===== config.mk =====
export PLATFORM = sky130hd
export DESIGN_NAME = cpu_control
export DESIGN_NICKNAME = d
export VERILOG_FILES = /design/src/rtl/cpu_control_pkg.sv /design/src/rtl/cpu_control_pc.sv /design/src/rtl/cpu_control.sv
export SDC_FILE = /design/constraint.sdc
export NUM_CORES = 1
export LEC_CHECK = 0
export ABC_AREA = 1
export BUFFER_PORTS_ARGS = -buffer_cell sky130_fd_sc_hd__buf_4
export CORE_MARGIN = 4
export CORE_UTILIZATION = 50
export CTS_CLUSTER_DIAMETER = 30
export DETAILED_ROUTE_END_ITERATION = 10
export PLACE_DENSITY = 0.79
export SYNTH_ARGS = -nofsm -noshare
export SYNTH_HDL_FRONTEND = slang
export SYNTH_HIERARCHICAL = 1
export SYNTH_SLANG_ARGS = --single-unit

===== constraint.sdc =====
create_clock -name clk_i -period 2.24 [get_ports clk_i]
set_clock_uncertainty 0.15 [all_clocks]
set_input_delay 0.448 -clock clk_i [delete_from_list [all_inputs] [get_ports clk_i]]
set_output_delay 0.448 -clock clk_i [all_outputs]
set_load 0.1 [all_outputs]

===== src/rtl/cpu_control_pkg.sv =====
// Shared definitions for the 8-bit CPU sequencer: instruction classes,
// sequencer states, flag bit positions and the ALU operation codes.
package cpu_control_pkg;

  // Instruction classes (IR[7:4]); every unlisted class behaves as a NOP.
  localparam logic [3:0] CLS_ALU_REG = 4'h0;
  localparam logic [3:0] CLS_ALU_IMM = 4'h1;
  localparam logic [3:0] CLS_JMP     = 4'h2;
  localparam logic [3:0] CLS_JZ      = 4'h3;
  localparam logic [3:0] CLS_JC      = 4'h4;
  localparam logic [3:0] CLS_JN      = 4'h5;
  localparam logic [3:0] CLS_HALT    = 4'hF;

  // Bit positions inside the {N,V,C,Z} flags register.
  localparam int unsigned FLAG_Z = 0;
  localparam int unsigned FLAG_C = 1;
  localparam int unsigned FLAG_V = 2;
  localparam int unsigned FLAG_N = 3;

  // ALU operation codes shared with cpu_alu.
  localparam logic [3:0] OP_ADD         = 4'h0;
  localparam logic [3:0] OP_SUB         = 4'h1;
  localparam logic [3:0] OP_AND         = 4'h2;
  localparam logic [3:0] OP_OR          = 4'h3;
  localparam logic [3:0] OP_XOR         = 4'h4;
  localparam logic [3:0] OP_PASS_B      = 4'h5;
  localparam logic [3:0] OP_MOVE_REG_XA = 4'h6;

  // Sequencer states.
  typedef enum logic [2:0] {
    ST_BOOT    = 3'd0,
    ST_FETCH   = 3'd1,
    ST_DECODE  = 3'd2,
    ST_OPERAND = 3'd3,
    ST_EXECUTE = 3'd4,
    ST_HALT    = 3'd5
  } state_t;

  // Classes that carry a second (imm8 / abs8) byte.
  function automatic logic has_operand(input logic [3:0] cls);
    return (cls == CLS_ALU_IMM) || (cls == CLS_JMP) || (cls == CLS_JZ) ||
           (cls == CLS_JC) || (cls == CLS_JN);
  endfunction

  // Classes whose execute writes back ALU result and flags.
  function automatic logic is_alu_class(input logic [3:0] cls);
    return (cls == CLS_ALU_REG) || (cls == CLS_ALU_IMM);
  endfunction

endpackage


===== src/rtl/cpu_control_pc.sv =====
// Program counter: reset value, +1 increment (wrapping at 8 bits) and a
// load port that takes priority over the increment.
module cpu_control_pc
  import cpu_control_pkg::*;
#(
  parameter logic [7:0] RESET_PC = 8'h00
) (
  input  logic       clk,
  input  logic       rst_n,
  input  logic       inc,
  input  logic       load,
  input  logic [7:0] load_val,
  output logic [7:0] pc
);

  logic [7:0] pc_reg;
  logic [7:0] pc_next;

  // Next PC: a jump load wins, otherwise optional wrap-around increment.
  always_comb begin
    pc_next = pc_reg;
    if (load) begin
      pc_next = load_val;
    end else if (inc) begin
      pc_next = pc_reg + 8'd1;
    end
  end

  // PC register.
  always_ff @(posedge clk or negedge rst_n) begin
    if (!rst_n) begin
      pc_reg <= RESET_PC;
    end else begin
      pc_reg <= pc_next;
    end
  end

  assign pc = pc_reg;

endmodule


===== src/rtl/cpu_control.sv =====
// Multi-cycle fetch/decode/execute sequencer for the 8-bit CPU. Owns PC,
// A, X, IR, operand and flags registers, fetches over a request/ready port
// and drives the external ALU, writing its result and flags back.
module cpu_control
  import cpu_control_pkg::*;
#(
  parameter logic [7:0] RESET_PC = 8'h00
) (
  input  logic       clk_i,
  input  logic       rst_ni,
  output logic       mem_req_o,
  output logic [7:0] mem_addr_o,
  input  logic [7:0] mem_rdata_i,
  input  logic       mem_ready_i,
  output logic [7:0] alu_a_o,
  output logic [7:0] alu_b_o,
  output logic [3:0] alu_op_o,
  input  logic [7:0] alu_y_i,
  input  logic       alu_z_i,
  input  logic       alu_c_i,
  input  logic       alu_v_i,
  input  logic       alu_n_i,
  output logic [7:0] pc_o,
  output logic [7:0] a_o,
  output logic [7:0] x_o,
  output logic [3:0] flags_o,
  output logic       halted_o
);

  state_t     state_reg;
  state_t     state_next;
  logic [7:0] ir_reg;
  logic [7:0] opr_reg;
  logic [7:0] a_reg;
  logic [7:0] x_reg;
  logic [3:0] flags_reg;
  logic [3:0] alu_flags;
  logic [3:0] cls;
  logic [7:0] pc;
  logic       pc_inc;
  logic       pc_load;
  logic       jump_taken;
  logic       fetch_done;
  logic       operand_done;
  logic       alu_writeback;

  assign cls           = ir_reg[7:4];
  assign fetch_done    = (state_reg == ST_FETCH) && mem_ready_i;
  assign operand_done  = (state_reg == ST_OPERAND) && mem_ready_i;
  assign alu_writeback = (state_reg == ST_EXECUTE) && is_alu_class(cls);

  assign alu_flags[FLAG_Z] = alu_z_i;
  assign alu_flags[FLAG_C] = alu_c_i;
  assign alu_flags[FLAG_V] = alu_v_i;
  assign alu_flags[FLAG_N] = alu_n_i;

  cpu_control_pc #(
    .RESET_PC (RESET_PC)
  ) u_pc (
    .clk      (clk_i),
    .rst_n    (rst_ni),
    .inc      (pc_inc),
    .load     (pc_load),
    .load_val (opr_reg),
    .pc       (pc)
  );

  // Branch decision on the registered flags; JMP is always taken.
  always_comb begin
    jump_taken = 1'b0;
    case (cls)
      CLS_JMP: jump_taken = 1'b1;
      CLS_JZ:  jump_taken = flags_reg[FLAG_Z];
      CLS_JC:  jump_taken = flags_reg[FLAG_C];
      CLS_JN:  jump_taken = flags_reg[FLAG_N];
      default: jump_taken = 1'b0;
    endcase
  end

  // Sequencer state register; reset lands in BOOT which drops the request.
  always_ff @(posedge clk_i or negedge rst_ni) begin
    if (!rst_ni) begin
      state_reg <= ST_BOOT;
    end else begin
      state_reg <= state_next;
    end
  end

  // Next state, memory request and PC control.
  always_comb begin
    state_next = state_reg;
    mem_req_o  = 1'b0;
    pc_inc     = 1'b0;
    pc_load    = 1'b0;
    case (state_reg)
      ST_BOOT: state_next = ST_FETCH;
      ST_FETCH: begin
        mem_req_o = 1'b1;
        if (mem_ready_i) begin
          pc_inc     = 1'b1;
          state_next = ST_DECODE;
        end
      end
      ST_DECODE: begin
        if (has_operand(cls)) begin
          state_next = ST_OPERAND;
        end else if (cls == CLS_HALT) begin
          state_next = ST_HALT;
        end else begin
          state_next = ST_EXECUTE;
        end
      end
      ST_OPERAND: begin
        mem_req_o = 1'b1;
        if (mem_ready_i) begin
          pc_inc     = 1'b1;
          state_next = ST_EXECUTE;
        end
      end
      ST_EXECUTE: begin
        pc_load    = jump_taken;
        state_next = ST_FETCH;
      end
      ST_HALT: state_next = ST_HALT;
      default: state_next = ST_BOOT;
    endcase
  end

  // Instruction and operand byte capture on completed fetches.
  always_ff @(posedge clk_i or negedge rst_ni) begin
    if (!rst_ni) begin
      ir_reg  <= 8'h00;
      opr_reg <= 8'h00;
    end else begin
      if (fetch_done) begin
        ir_reg <= mem_rdata_i;
      end
      if (operand_done) begin
        opr_reg <= mem_rdata_i;
      end
    end
  end

  // ALU writeback: X for the move op, A otherwise; flags taken as reported.
  always_ff @(posedge clk_i or negedge rst_ni) begin
    if (!rst_ni) begin
      a_reg     <= 8'h00;
      x_reg     <= 8'h00;
      flags_reg <= 4'h0;
    end else if (alu_writeback) begin
      if (ir_reg[3:0] == OP_MOVE_REG_XA) begin
        x_reg <= alu_y_i;
      end else begin
        a_reg <= alu_y_i;
      end
      flags_reg <= alu_flags;
    end
  end

  assign mem_addr_o = pc;
  assign alu_a_o    = a_reg;
  assign alu_b_o    = (cls == CLS_ALU_REG) ? x_reg : opr_reg;
  assign alu_op_o   = ir_reg[3:0];
  assign pc_o       = pc;
  assign a_o        = a_reg;
  assign x_o        = x_reg;
  assign flags_o    = flags_reg;
  assign halted_o   = (state_reg == ST_HALT);

endmodule


Word level (Yosys, flattened, before mapping)
Index checks and enable logic that the tools add are counted.
Cells by class
  add/sub/neg operators: 1
  equal/unequal tests: 14
  muxes and demuxes: 13
  bitwise logic cells: 1
  reductions and logical operators: 16
Operator list (number)
  $mux W8: 3
  $pmux W3 S5: 1
  $eq A4 B3 Y1 const B: 3
  $mux W3: 3
  $add A8 B1 Y8 const B: 1
  $eq A4 B2 Y1 const B: 2
  $eq A3 B2 Y1 const B: 2
  $eq A3 B3 Y1 const B: 2
  $reduce_and A2 Y1: 3
  $logic_or A1 B1 Y1: 5
  $mux W1: 5
  $eq A4 B1 Y1 const B: 1
  $eq A4 B4 Y1 const B: 1
  $logic_not A4 Y1: 1
  $ne A2 B2 Y1 const B: 2
  $pmux W1 S4: 1
  $reduce_or A2 Y1: 2
  $eq A3 B1 Y1 const B: 1
  $logic_and A1 B1 Y1: 3
  $logic_not A3 Y1: 1
  $reduce_bool A2 Y1: 1
  $not A1 Y1: 1
Storage, ports and cells
  flip-flop bits (word level): 47
  input port bits: 23
  output and inout port bits: 58
  word-level logic and storage cells: 52

Logic depth before layout (Yosys ltp)
  word-level depth: 7
  gate-level depth with buffers: 10
  mapped depth without buffers: 9

Cells and area by module
The synthesis kept the hierarchy.
By module, submodules not included
  cpu_control: times used 1, cells an instance 238, area each 2016.9 µm², sequential area each 975.9 µm²
  cpu_control_pc: times used 1, cells an instance 62, area each 499.2 µm², sequential area each 200.2 µm²

Worst setup path before layout
OpenSTA, ideal clock, no wires.
  path kind: reg2out
  start: register x_reg[6] (netlist: x_o[6])
  end: output port alu_b_o[6]
  arrival: 1.761 ns
  required time: 1.642 ns
  setup slack: -0.119 ns
  cell stages (with the launch flop): 3
  path through: dfrtp_1 > nand3_1 > nand2_1
On the way
  longest elaborated chain between the ends: 1
Ends and longest elaborated chain
  from (decl): line cpu_control.sv:35  | logic [7:0] x_reg;
  from (signal assigned): line cpu_control.sv:152  | x_reg <= alu_y_i;
  $mux W8: line cpu_control.sv:162  | assign alu_b_o = (cls == CLS_ALU_REG) ? x_reg : opr_reg;
  to (decl): line cpu_control.sv:16  | output logic [7:0] alu_b_o,
Every way passes these cells.

Worst setup path after layout
  start: register ir_reg[4]
  end: output port alu_b_o[0]
On the way
  longest elaborated chain between the ends: 2
Ends and longest elaborated chain
  from (decl): line cpu_control.sv:32  | logic [7:0] ir_reg;
  from (signal assigned): line cpu_control.sv:136  | ir_reg <= mem_rdata_i;
  $logic_not A4 Y1: line cpu_control.sv:162
  $mux W8: line cpu_control.sv:162
Every way passes these cells.

==> run summary <==
Vias per cell = 5.012
Overall Power = 1555 µW
CP startpoint kind = register
TritonCTS clock tree = yes
CP cell instances = nor2_4 -> buf_4 -> nand3_1 -> nand2_2 -> buf_6
Die area = 6232 µm²
Commonest non-fill, non-tap cells in the layout = nand2_1, buf_4, dfrtp_1
Count of buffer and inverter cells on the critical path = 2
Setup tns final = 0 ns
DRT iter0 DRCs = 106
N_diodes = 0
PortBufs = 80
CTS root buf = clkbuf_8
Final instance area = 3218 µm²
Detailed Routing Iterations Pass 1 = 4
Final core occ = 0.6724
Layout area overhead = 27.90%
Crit Path Category = register to output pin
Layout Nets = 389
Worst-path fanout max = 8
Synth unique cells = 25
Vias = 2,170
Commonest non-fill, non-tap cell in the layout = nand2_1
Hold Buf Count CTS = 0
Share of layout cells above drive strength 1 = 0.3770
Mapped cell area = 2516 µm²
Io pins = 81
Period utilisation layout = 0.9646
Initial antenna violation count = 0
Slew Viols, Final = 0
Syn_nets = 324
Seq/Total Area, Yosys = 0.4674
CTS H-Tree Depth = 2
DRC viols = 0
Initial core utilization = 0.5258
Post-Syn Instances = 300
Global-route wire length before repair = 9660 µm
WL per Instance = 13.77 µm
Area of the multi-input gates = 1041 µm²
Register Area = 1176 µm²
Max stage delay cell, worst path = dfrtp_1
CP arrival = 1.56 ns
Fmax = 0.4628 GHz
Total CTS buffers = 5
Die width = 78.94 µm
Vias in the first global route = 2,162
Min Tclk post-route = 2.161 ns
Clk_lat worst skew = 0.31 ns
P_leak = 0.001675 µW
Worst min path class = primary input to asynchronous set/reset pin
Unrepaired setup endpoints after global routing = false
HPWL Detailed = 4328 µm
Gr usage total = 0.1982
Gr ovfl total = 0
Hold Violations, Final = 0
Placed Area = 3040 µm²
Routed WL = 5961 µm
Layout fillers = 409
Final setup viols = 0
Synth warn = 6
Core area = 4786 µm²
Max incr delay on CP = 0.48 ns
CP required = 1.64 ns
Flop-to-flop setup slack = 0.40 ns
Status = completed
Crit end category = output pin
Largest net degree at the start of global routing = 48
Register clock-pin slew on the reported worst setup and hold paths = 0.08 ns
Flops & latches, synth = 47
CTS sink count = 47
Row Count = 25
Clock Tree Buf Depth = 2
DRT antenna net count = 0
Rel. slew slack = 0.5926
Measured slew at the worst slew-check pin = 0.6112 ns
Worst hold margin = 0.002648 ns
Max_cap viols = 0
Die Height = 78.94 µm
PD cells = 483.2 nW/µm²
Syn_area_per_cell = 8.387 µm²
Top Family by Delay on Critical Path = flip-flops
Peak supply drop = 0.2687 mV
RD Place Congestion = 0.8835
## what timing repair did
item | in CTS | in global routing
gates resized for setup | 7 | 5
setup endpoints to repair | 8 | 8
hold endpoints to repair | 0 | 0
pin swaps | 0 | 1
buffers inserted | 0 | 2
## worst reg2reg max path: stages (launching register included)
cell and delay, ns:
dfrtp_1 0.45, nor2_4 0.24, buf_4 0.16, nand3_1 0.07, nand3_1 0.09, nand2_1 0.05, inv_1 0.10, buf_4 0.20
nor2_8 0.07, nand2_1 0.07, nand3_1 0.07
## cell usage after synthesis (all sizes together)
cell type    n  area (µm²)
a22oi        6       45.04
nand3       27       135.1
o21ai       34       230.2
nor2        13       108.9
ha           1       12.51
xor2         1       8.760
inv         35       131.4
buf         26       195.2
nand4        2       12.51
nor3         1       5.000
nand2      103       424.2
o21bai       2       15.01
a21boi       1       7.510
xnor2        1       8.760
dfrtp       47        1176
## cells by family (layout without fill, tap and decap cells)
group           after synthesis  in the layout  share of synthesized area
compound gates               43             43                     0.1183
xor+xnor                      2              2                   0.006963
fa+ha+maj                     1              1                   0.004972
buf+inv                      61            127                     0.1298
flops                        47             47                     0.4674
simple gates                146            146                     0.2725
## path summary, 6_finish.rpt
path                       startpoint    endpoint  depth (start not counted)
max                         ir_reg[4]  alu_b_o[0]                          5
min                            rst_ni  flags_o[0]                          1
max reg2reg                 ir_reg[6]  u_pc/pc[1]                         10
min reg2reg                flags_o[2]  flags_o[2]                          2
max in group asynchronous      rst_ni      a_o[4]                          1
min in group clk_i            alu_n_i  flags_o[3]                          3
## where the power goes
group          internal (µW)  switching [µW]
clock network            361             286
registers                848               0
logic                   26.1            34.3
## cell type report
| cell class | instances | area share |
|---|---|---|
| clock buffer | 6 | 0.02566 |
| clock inverter | 2 | 0.01089 |
| inverter | 35 | 0.04082 |
| multi-input combinational | 192 | 0.3235 |
| sequential | 47 | 0.3655 |
| tap | 67 | 0.02605 |
| timing repair buffer | 84 | 0.2076 |
## metrics by stage
stage | cells | worst slack, ns
floorplan | 300 | 0.1028
global placement | 423 | 0.3208
detailed placement | 423 | 0.2856
CTS | 431 | 0.002188
global route | 433 | 0.007474
finish | 433 | 0.07939
## per-layer routing
metal	GRT usage	up-vias	wire length, µm
met4	0.09450	0	151
met2	0.3192	90	2829
met3	0.05442	16	529
li1	-	1059	-
met1	0.2474	1005	2450
met5	0	-	0
Power figures use the tool's default switching activity.
